$ cat src/rtl/div_unit.sv
// Iterative 32-bit restoring divider for MIPS DIV/DIVU.
// Produces one quotient bit per cycle on operand magnitudes, then applies sign correction.
module div_unit #(
    parameter int DATA_WIDTH = 32
) (
    input  logic                  clk,
    input  logic                  rst,
    input  logic                  div_start,
    input  logic                  div_signed,
    input  logic                  div_cancel,
    input  logic [DATA_WIDTH-1:0] x,
    input  logic [DATA_WIDTH-1:0] y,
    output logic                  div_busy,
    output logic                  div_done,
    output logic                  div_zero,
    output logic [DATA_WIDTH-1:0] quotient,
    output logic [DATA_WIDTH-1:0] remainder
);

    localparam int W = DATA_WIDTH;

    typedef enum logic [1:0] {IDLE, CALC, SIGN, DONE} state_t;

    state_t         state;
    state_t         state_next;
    logic [4:0]     cnt;
    logic           sx;
    logic           sy;
    logic           dz;
    logic [W-1:0]   x_orig;
    logic [W-1:0]   y_mag;
    logic [W-1:0]   q_work;
    logic [W-1:0]   r_work;
    logic [W:0]     r_shift;
    logic [W:0]     trial;

    function automatic logic [W-1:0] cond_neg(input logic neg, input logic [W-1:0] v);
        return neg ? ({W{1'b0}} - v) : v;
    endfunction

    // The 33-bit partial remainder only exists as r_shift; after each step it is below |y|, so 32 bits are stored.
    always_comb begin
        r_shift = {r_work, q_work[W-1]};
        trial   = r_shift - {1'b0, y_mag};
    end

    always_ff @(posedge clk or posedge rst) begin
        if (rst) begin
            state <= IDLE;
        end else begin
            state <= state_next;
        end
    end

    always_comb begin
        state_next = state;
        case (state)
            IDLE: if (div_start && !div_cancel) state_next = CALC;
            CALC: begin
                if (div_cancel) begin
                    state_next = IDLE;
                end else if (cnt == 5'd31) begin
                    state_next = SIGN;
                end
            end
            SIGN:    state_next = div_cancel ? IDLE : DONE;
            DONE:    state_next = IDLE;
            default: state_next = IDLE;
        endcase
    end

    always_comb begin
        div_busy = (state != IDLE);
        div_done = (state == DONE);
    end

    always_ff @(posedge clk or posedge rst) begin
        if (rst) begin
            cnt       <= 5'd0;
            sx        <= 1'b0;
            sy        <= 1'b0;
            dz        <= 1'b0;
            x_orig    <= '0;
            y_mag     <= '0;
            q_work    <= '0;
            r_work    <= '0;
            div_zero  <= 1'b0;
            quotient  <= '0;
            remainder <= '0;
        end else begin
            case (state)
                IDLE: begin
                    if (div_start && !div_cancel) begin
                        sx     <= div_signed & x[W-1];
                        sy     <= div_signed & y[W-1];
                        q_work <= cond_neg(div_signed & x[W-1], x);
                        y_mag  <= cond_neg(div_signed & y[W-1], y);
                        r_work <= '0;
                        cnt    <= 5'd0;
                        dz     <= (y == '0);
                        x_orig <= x;
                    end
                end
                CALC: begin
                    if (!div_cancel) begin
                        cnt    <= cnt + 5'd1;
                        q_work <= {q_work[W-2:0], ~trial[W]};
                        r_work <= trial[W] ? r_shift[W-1:0] : trial[W-1:0];
                    end
                end
                SIGN: begin
                    // A flush here must leave the previously committed results intact.
                    if (!div_cancel) begin
                        div_zero <= dz;
                        if (dz) begin
                            quotient  <= '1;
                            remainder <= x_orig;
                        end else begin
                            quotient  <= cond_neg(sx ^ sy, q_work);
                            remainder <= cond_neg(sx, r_work);
                        end
                    end
                end
                default: ;
            endcase
        end
    end

endmodule

$ cat config.mk
export PLATFORM = sky130hd
export DESIGN_NAME = div_unit
export DESIGN_NICKNAME = d
export VERILOG_FILES = /design/src/rtl/div_unit.sv
export SDC_FILE = /design/constraint.sdc
export NUM_CORES = 1
export LEC_CHECK = 0
export CAP_MARGIN = 10
export CORE_MARGIN = 2
export CORE_UTILIZATION = 40
export DETAILED_ROUTE_END_ITERATION = 7
export GPL_TIMING_DRIVEN = 0
export HOLD_SLACK_MARGIN = 0.06
export SLEW_MARGIN = 20
export SYNTH_ARGS = -nofsm -noshare
export SYNTH_HDL_FRONTEND = slang
export SYNTH_SLANG_ARGS = --single-unit
$ cat constraint.sdc
create_clock -name clk -period 14.68 [get_ports clk]
set_input_delay 2.202 -clock clk [delete_from_list [all_inputs] [get_ports clk]]
set_output_delay 2.202 -clock clk [all_outputs]
set_load 0.05 [all_outputs]
==> run metrics, run 1 <==
Tmin final=4.74 ns; WL/cell=19.3 um; Clk pin slew, worst setup/hold paths=0.06 ns; CTS HTree Levels=1; largest net degree at the start of global routing=73; RSZ-0062 raised after global routing=false; Fin Clk Skew=0.0216 ns; clock tree buffer depth=3; GR Util All Layers=0.250; final WL=42.4 mm; synth unique cells=64; Syn-to-layout area delta=21.5%; Synth top cells by count=nand2_1 (308), dfrtp_1 (203), o21ai_0 (167), a21oi_1 (145), nor2_1 (122); initial antenna violation count=1; DRC viols=0; Final nets=1881; Post-Synthesis Cells=1610; Worst setup SP type=input port; DRT Pass-1 Iters=5; Final Setup Violations=0; die width=184 um; vias in the first global route=11600; I/O Buffers=134; Detailed Route Iter0 Violations=862; cell accounting for the most synthesized area=dfrtp_1; outcome=finished, final reports clean; Root Buffer=clkbuf_16; Core Box Area=31600 um^2; Worst Path Arrival=5.14 ns; via count=12300; post-DR vias/cell=5.61; type of the worst setup path=in -> reg; Max-slew headroom=0.405; register area share after synthesis=0.394; share of cells above drive strength 1=0.0313; final slew viol count=0; post-synth top area share=0.394; Syn Nets=1718; ANT cells=0; Synth warnings=0; Num CTS Buffers=24; Initial Util=0.408; FF+latch count, synth=203; async set-reset flop share out of synthesis=1.00; first-pass GRT wire length=65.5 mm; Clock Sinks=203; Die H=184 um; Max-cap violations=0; row cnt=65; Worst EP required=15.07 ns; most frequent cell after synthesis=nand2_1; Place WS=9.52 ns; grt total ovfl=0; Final period util=0.323; Clock Latency Late Sink=0.53 ns; final hold viol count=0; post-CTS resize count=0; P_leak=0.00672 uW; CTS tree=done; Post-DP HPWL=33.5 mm; main flop type after synthesis=dfrtp_1; die area=33700 um^2; cell depth of the worst hold path=2; total negative setup slack=0 ns; number of setup buffers added after CTS=0; r2r worst-path depth=11; Mapped Area=12900 um^2; Syn Area/Cell=8.02 um^2; Worst-Margin Slew=0.890 ns; Post-CTS Hold Buffers=0; post-route ant nets=0; EDFF count, synth=0; Ports=136; PD cells=168 nW/um^2; Setup WS post-layout=9.94 ns; global placer's final weighted congestion=0.949; CP max FO=6; CP Capture Type=flop; Max VDD drop=0.0889 mV; Max Clk Rate=211 MHz; synth top area cells=dfrtp_1 (39%), nand2_1 (9.0%), o21ai_0 (6.5%); worst hold path type=reg -> reg; filler cell count=3087
## cell type report
cell class	instances	area, um^2	area share
inverter	55	214	0.0136
tap	402	503	0.0321
buffer	93	349	0.0223
clock buffer	32	702	0.0448
clock inverter	10	155	0.00989
sequential	203	5080	0.324
timing repair buffer	137	1400	0.0895
multi-input combinational	1259	7280	0.464
## flip-flops by register name, indices dropped and copies added, names as in the netlist
register / count
state: 2
cnt: 5
q_work: 32
y_mag: 32
dz: 1
div_zero: 1
quotient: 32
remainder: 32
sx: 1
sy: 1
x_orig: 32
r_work: 32
## cell families (layout without fill, tap and decap cells)
kind of cell,count (synthesis),in the layout,synth area share
DFF,203,203,0.394
AOI/OAI and AO/OA,449,449,0.207
buffers and inverters,148,327,0.0430
and+or+nand+nor,625,625,0.218
adders and majority gates,39,39,0.0384
muxes,7,7,0.00543
xor gates and xnor gates,139,139,0.0943
## path summary, 6_finish.rpt
check | startpoint | to | slack (ns)
worst max-delay path | x[2] | q_work[29] | 9.94
worst min-delay path | x_orig[30] | x_orig[30] | 0.46
worst max register to register | r_work[11] | r_work[21] | 10.30
worst min register to register | x_orig[30] | x_orig[30] | 0.46
max in group asynchronous | rst | x_orig[6] | 11.80
min in group asynchronous | rst | remainder[24] | 2.12
## per-stage QoR
| step | cells | hold WS [ns] | power, uW | util | area (um^2) |
|---|---|---|---|---|---|
| 6_report | 2191 | 0.457 | 2640 | 0.496 | 15700 |
| 5_1_grt | 2191 | 0.501 | 2820 | 0.496 | 15700 |
| 4_1_cts | 2191 | 0.460 | 2640 | 0.496 | 15700 |
| 3_5_place_dp | 2149 | 0.447 | 1980 | 0.469 | 14800 |
| 3_3_place_gp | 2146 | 0.446 | 1970 | 0.466 | 14800 |
| 2_1_floorplan | 1610 | 0.430 | 1630 | - | 12900 |
## routing by layer
metal	vias to the layer above	track usage	share of wire
met5	-	0	0.00033
met4	2	0.0928	0.037
met1	5854	0.337	0.44
met2	391	0.411	0.46
met3	81	0.0311	0.060
li1	5956	-	-
## critical path, cell delays in order
cell and delay (ns):
clkdlybuf4s50_1 0.53, nor3_1 0.53, nand4_1 0.33, nor3_1 0.62, nand3_1 0.27, o41ai_1 0.38
xor2_1 0.19, a21oi_1 0.08
## cell usage in the layout, fill, tap and decap left out, types with 5 or more instances in the layout
cell type	count
o21a_1	10
clkbuf_16	25
clkbuf_1	93
a211oi_1	5
dfrtp_1	203
or4_1	10
nand2_1	308
xnor2_1	80
a31oi_1	9
nand3b_1	5
o211ai_1	24
o31ai_1	19
a221o_1	10
and3_1	16
o41ai_1	11
nand3_1	33
clkdlybuf4s50_1	134
nor4_1	14
or3_1	18
nand2b_1	16
o21ai_0	167
clkbuf_8	5
and2_1	8
nor2_1	122
nor3_1	26
mux2i_1	7
a21oi_1	145
ha_1	38
xor2_1	59
a21o_1	7
inv_1	54
nor2b_1	11
nand4_1	25
## power breakdown
group | internal [uW] | switching, uW | total, uW | leakage, uW
logic | 462 | 730 | 1190 | 0.00373
registers | 661 | 141 | 802 | 0.00257
clock network | 404 | 243 | 647 | 0.000419
total | 1530 | 1110 | 2640 | 0.00672
Note: power is estimated with default switching activity, not from simulation.
==> inputs of run 2 (changes only) <==
==> constraint.sdc (replaced) <==
create_clock -name clk -period 4.2 [get_ports clk]
set_input_delay 0.63 -clock clk [delete_from_list [all_inputs] [get_ports clk]]
set_output_delay 0.63 -clock clk [all_outputs]
set_load 0.05 [all_outputs]
==> run 2 against run 1 <==
  * Cell count increased by 0.14%
  * Via count is 0.42% higher
  * Sequential cell count is the same
  * Sequential power grew to 3.5 times the previous value
  * Clock power increased to 3.2 times the previous value
  * Non-clock buffer count grew 5
  * Critical path type is now reg -> reg
  * Highest routed layer is now met4
==> run metrics, run 2 (synthesized netlist as in run 1, its figures left out) <==
Worst Path Arrival=4.27 ns (-0.87 ns); sequential cell area=5080 um^2 (unchanged); outcome=finished, final reports clean; CTS HTree Levels=1 (unchanged); Die H=184 um (unchanged); final slew viol count=0 (unchanged); placed cell count=2154 (+0.23%); grt total ovfl=0 (unchanged); Worst EP required=4.57 ns (-10.50 ns); clock tree buffer depth=3 (unchanged); hold slack=0.471 ns (+0.0141 ns); RSZ-0062 raised after global routing=false; Syn-to-layout area delta=21.9%; Ports=136 (unchanged); share of cells above drive strength 1=0.0352 (+0.00385); Pwr Total=9140 uW (+250%); GR Util All Layers=0.255 (+0.00539); Multi-input gate area=7290 um^2 (+0.21%); worst hold path type=reg -> reg; post-DR vias/cell=5.62 (+0.29%); Finished Layout Cells=2194 (+0.14%); Num CTS Buffers=24 (unchanged); row cnt=65 (unchanged); via count=12300 (+0.42%); type of the worst setup path=reg -> reg; vias in the first global route=11700 (+0.72%); die area=33700 um^2 (unchanged); Clk pin slew, worst setup/hold paths=0.06 ns (about the same); cell depth of the worst hold path=2 (unchanged); DRC viols=0 (unchanged); r2r worst-path depth=12 (+1); DRT Pass-1 Iters=5 (unchanged); Worst-Margin Slew=0.903 ns (+0.0136 ns); Max VDD drop=0.328 mV (+270%); Final Setup Violations=0 (unchanged); Core Box Area=31600 um^2 (unchanged); commonest non-fill, non-tap cell in the layout=nand2_1; final WL=43.3 mm (+2.2%); Worst setup SP type=flop; initial antenna violation count=0 (-1); P_leak=0.00673 uW (+0.24%); I/O Buffers=134 (unchanged); Clock Sinks=203 (unchanged); PD cells=581 nW/um^2 (+240%); die width=184 um (unchanged); Detailed Route Iter0 Violations=937 (+8.7%); Clock Latency Late Sink=0.54 ns (about the same); WL/cell=19.8 um (+2.1%); post-route ant nets=0 (unchanged); Initial Util=0.408 (unchanged); Final period util=0.929; Root Buffer=clkbuf_16; first-pass GRT wire length=66.9 mm (+2.1%); final hold viol count=0 (unchanged); global placer's final weighted congestion=0.948 (-0.11%); largest net degree at the start of global routing=34 (-53%); Fin Clk Skew=0.0152 ns (-0.00637 ns); Max-cap violations=0 (unchanged); ANT cells=0 (unchanged); Post-DP HPWL=34.3 mm (+2.7%); commonest cells after routing, fill and taps aside=nand2_1 (307), dfrtp_1 (203), o21ai_0 (166); CP Capture Type=flop; Max-slew headroom=0.396 (-0.00912); filler cell count=3116 (+0.94%); Final nets=1886 (+0.27%); Tmin final=3.90 ns; CP max FO=10 (+4); Max Clk Rate=256 MHz; CTS tree=done
## run 2: stage by stage
stage	utilization	instance area (um^2)	setup TNS (ns)	worst slack, ns
after floorplan	-	12900	0	0.940
final	0.497	15700	0	0.300
after CTS	0.497	15700	0	0.0231
after detailed placement	0.472	14900	-0.469	-0.170
after global placement	0.466	14800	-163.41	-0.790
after global routing	0.497	15700	0	0.0290
## run 2: final timing paths
| path | startpoint | endpoint | slack, ns |
|---|---|---|---|
| setup / recovery | r_work[11] | r_work[21] | 0.30 |
| hold / removal | x_orig[28] | x_orig[28] | 0.47 |
| setup reg to reg | r_work[11] | r_work[21] | 0.30 |
| hold reg to reg | x_orig[28] | x_orig[28] | 0.47 |
| max in group asynchronous | rst | quotient[13] | 2.77 |
| min in group asynchronous | rst | remainder[19] | 0.50 |
## run 2: power breakdown
group          total, uW  switching, uW  internal, uW  leakage (uW)
Combinational       4220           2590          1640       0.00378
Sequential          2810            503          2310       0.00257
Clock               2100            850          1250      0.000382
Total               9140           3940          5200       0.00673
## run 2: layout make-up
type	instances	share of cell area
buffer	93	0.0224
tap	402	0.0320
sequential	203	0.323
clock inverter	9	0.00684
inverter	55	0.0134
multi-input combinational	1259	0.464
clock buffer	31	0.0431
timing repair buffer	142	0.0958
## run 2: worst max-delay path, stage by stage (launching register included)
cell and delay, ns:
dfrtp_1 0.50, ha_1 0.33, clkbuf_1 0.32, nand4_1 0.27
nor3_1 0.21, o21ai_1 0.22, and4_1 0.30, o21a_1 0.25
or3_1 0.35, clkbuf_1 0.25, nand2_2 0.27, clkbuf_2 0.29
o311ai_0 0.17
## run 2: timing repair
action,4_1_cts,5_1_grt
buffers inserted,0,0
gates resized for setup,3,6
endpoints found under the setup margin,11,21
gates cloned,0,0
hold buffers,0,0
pin swaps,0,0
## run 2: layer usage
| layer | share of wire | vias to the layer above | global-route usage |
|---|---|---|---|
| li1 | - | 5960 | - |
| met1 | 0.44 | 5882 | 0.340 |
| met2 | 0.46 | 411 | 0.430 |
| met3 | 0.054 | 83 | 0.0252 |
| met4 | 0.041 | 0 | 0.0963 |
| met5 | 0 | - | 0 |
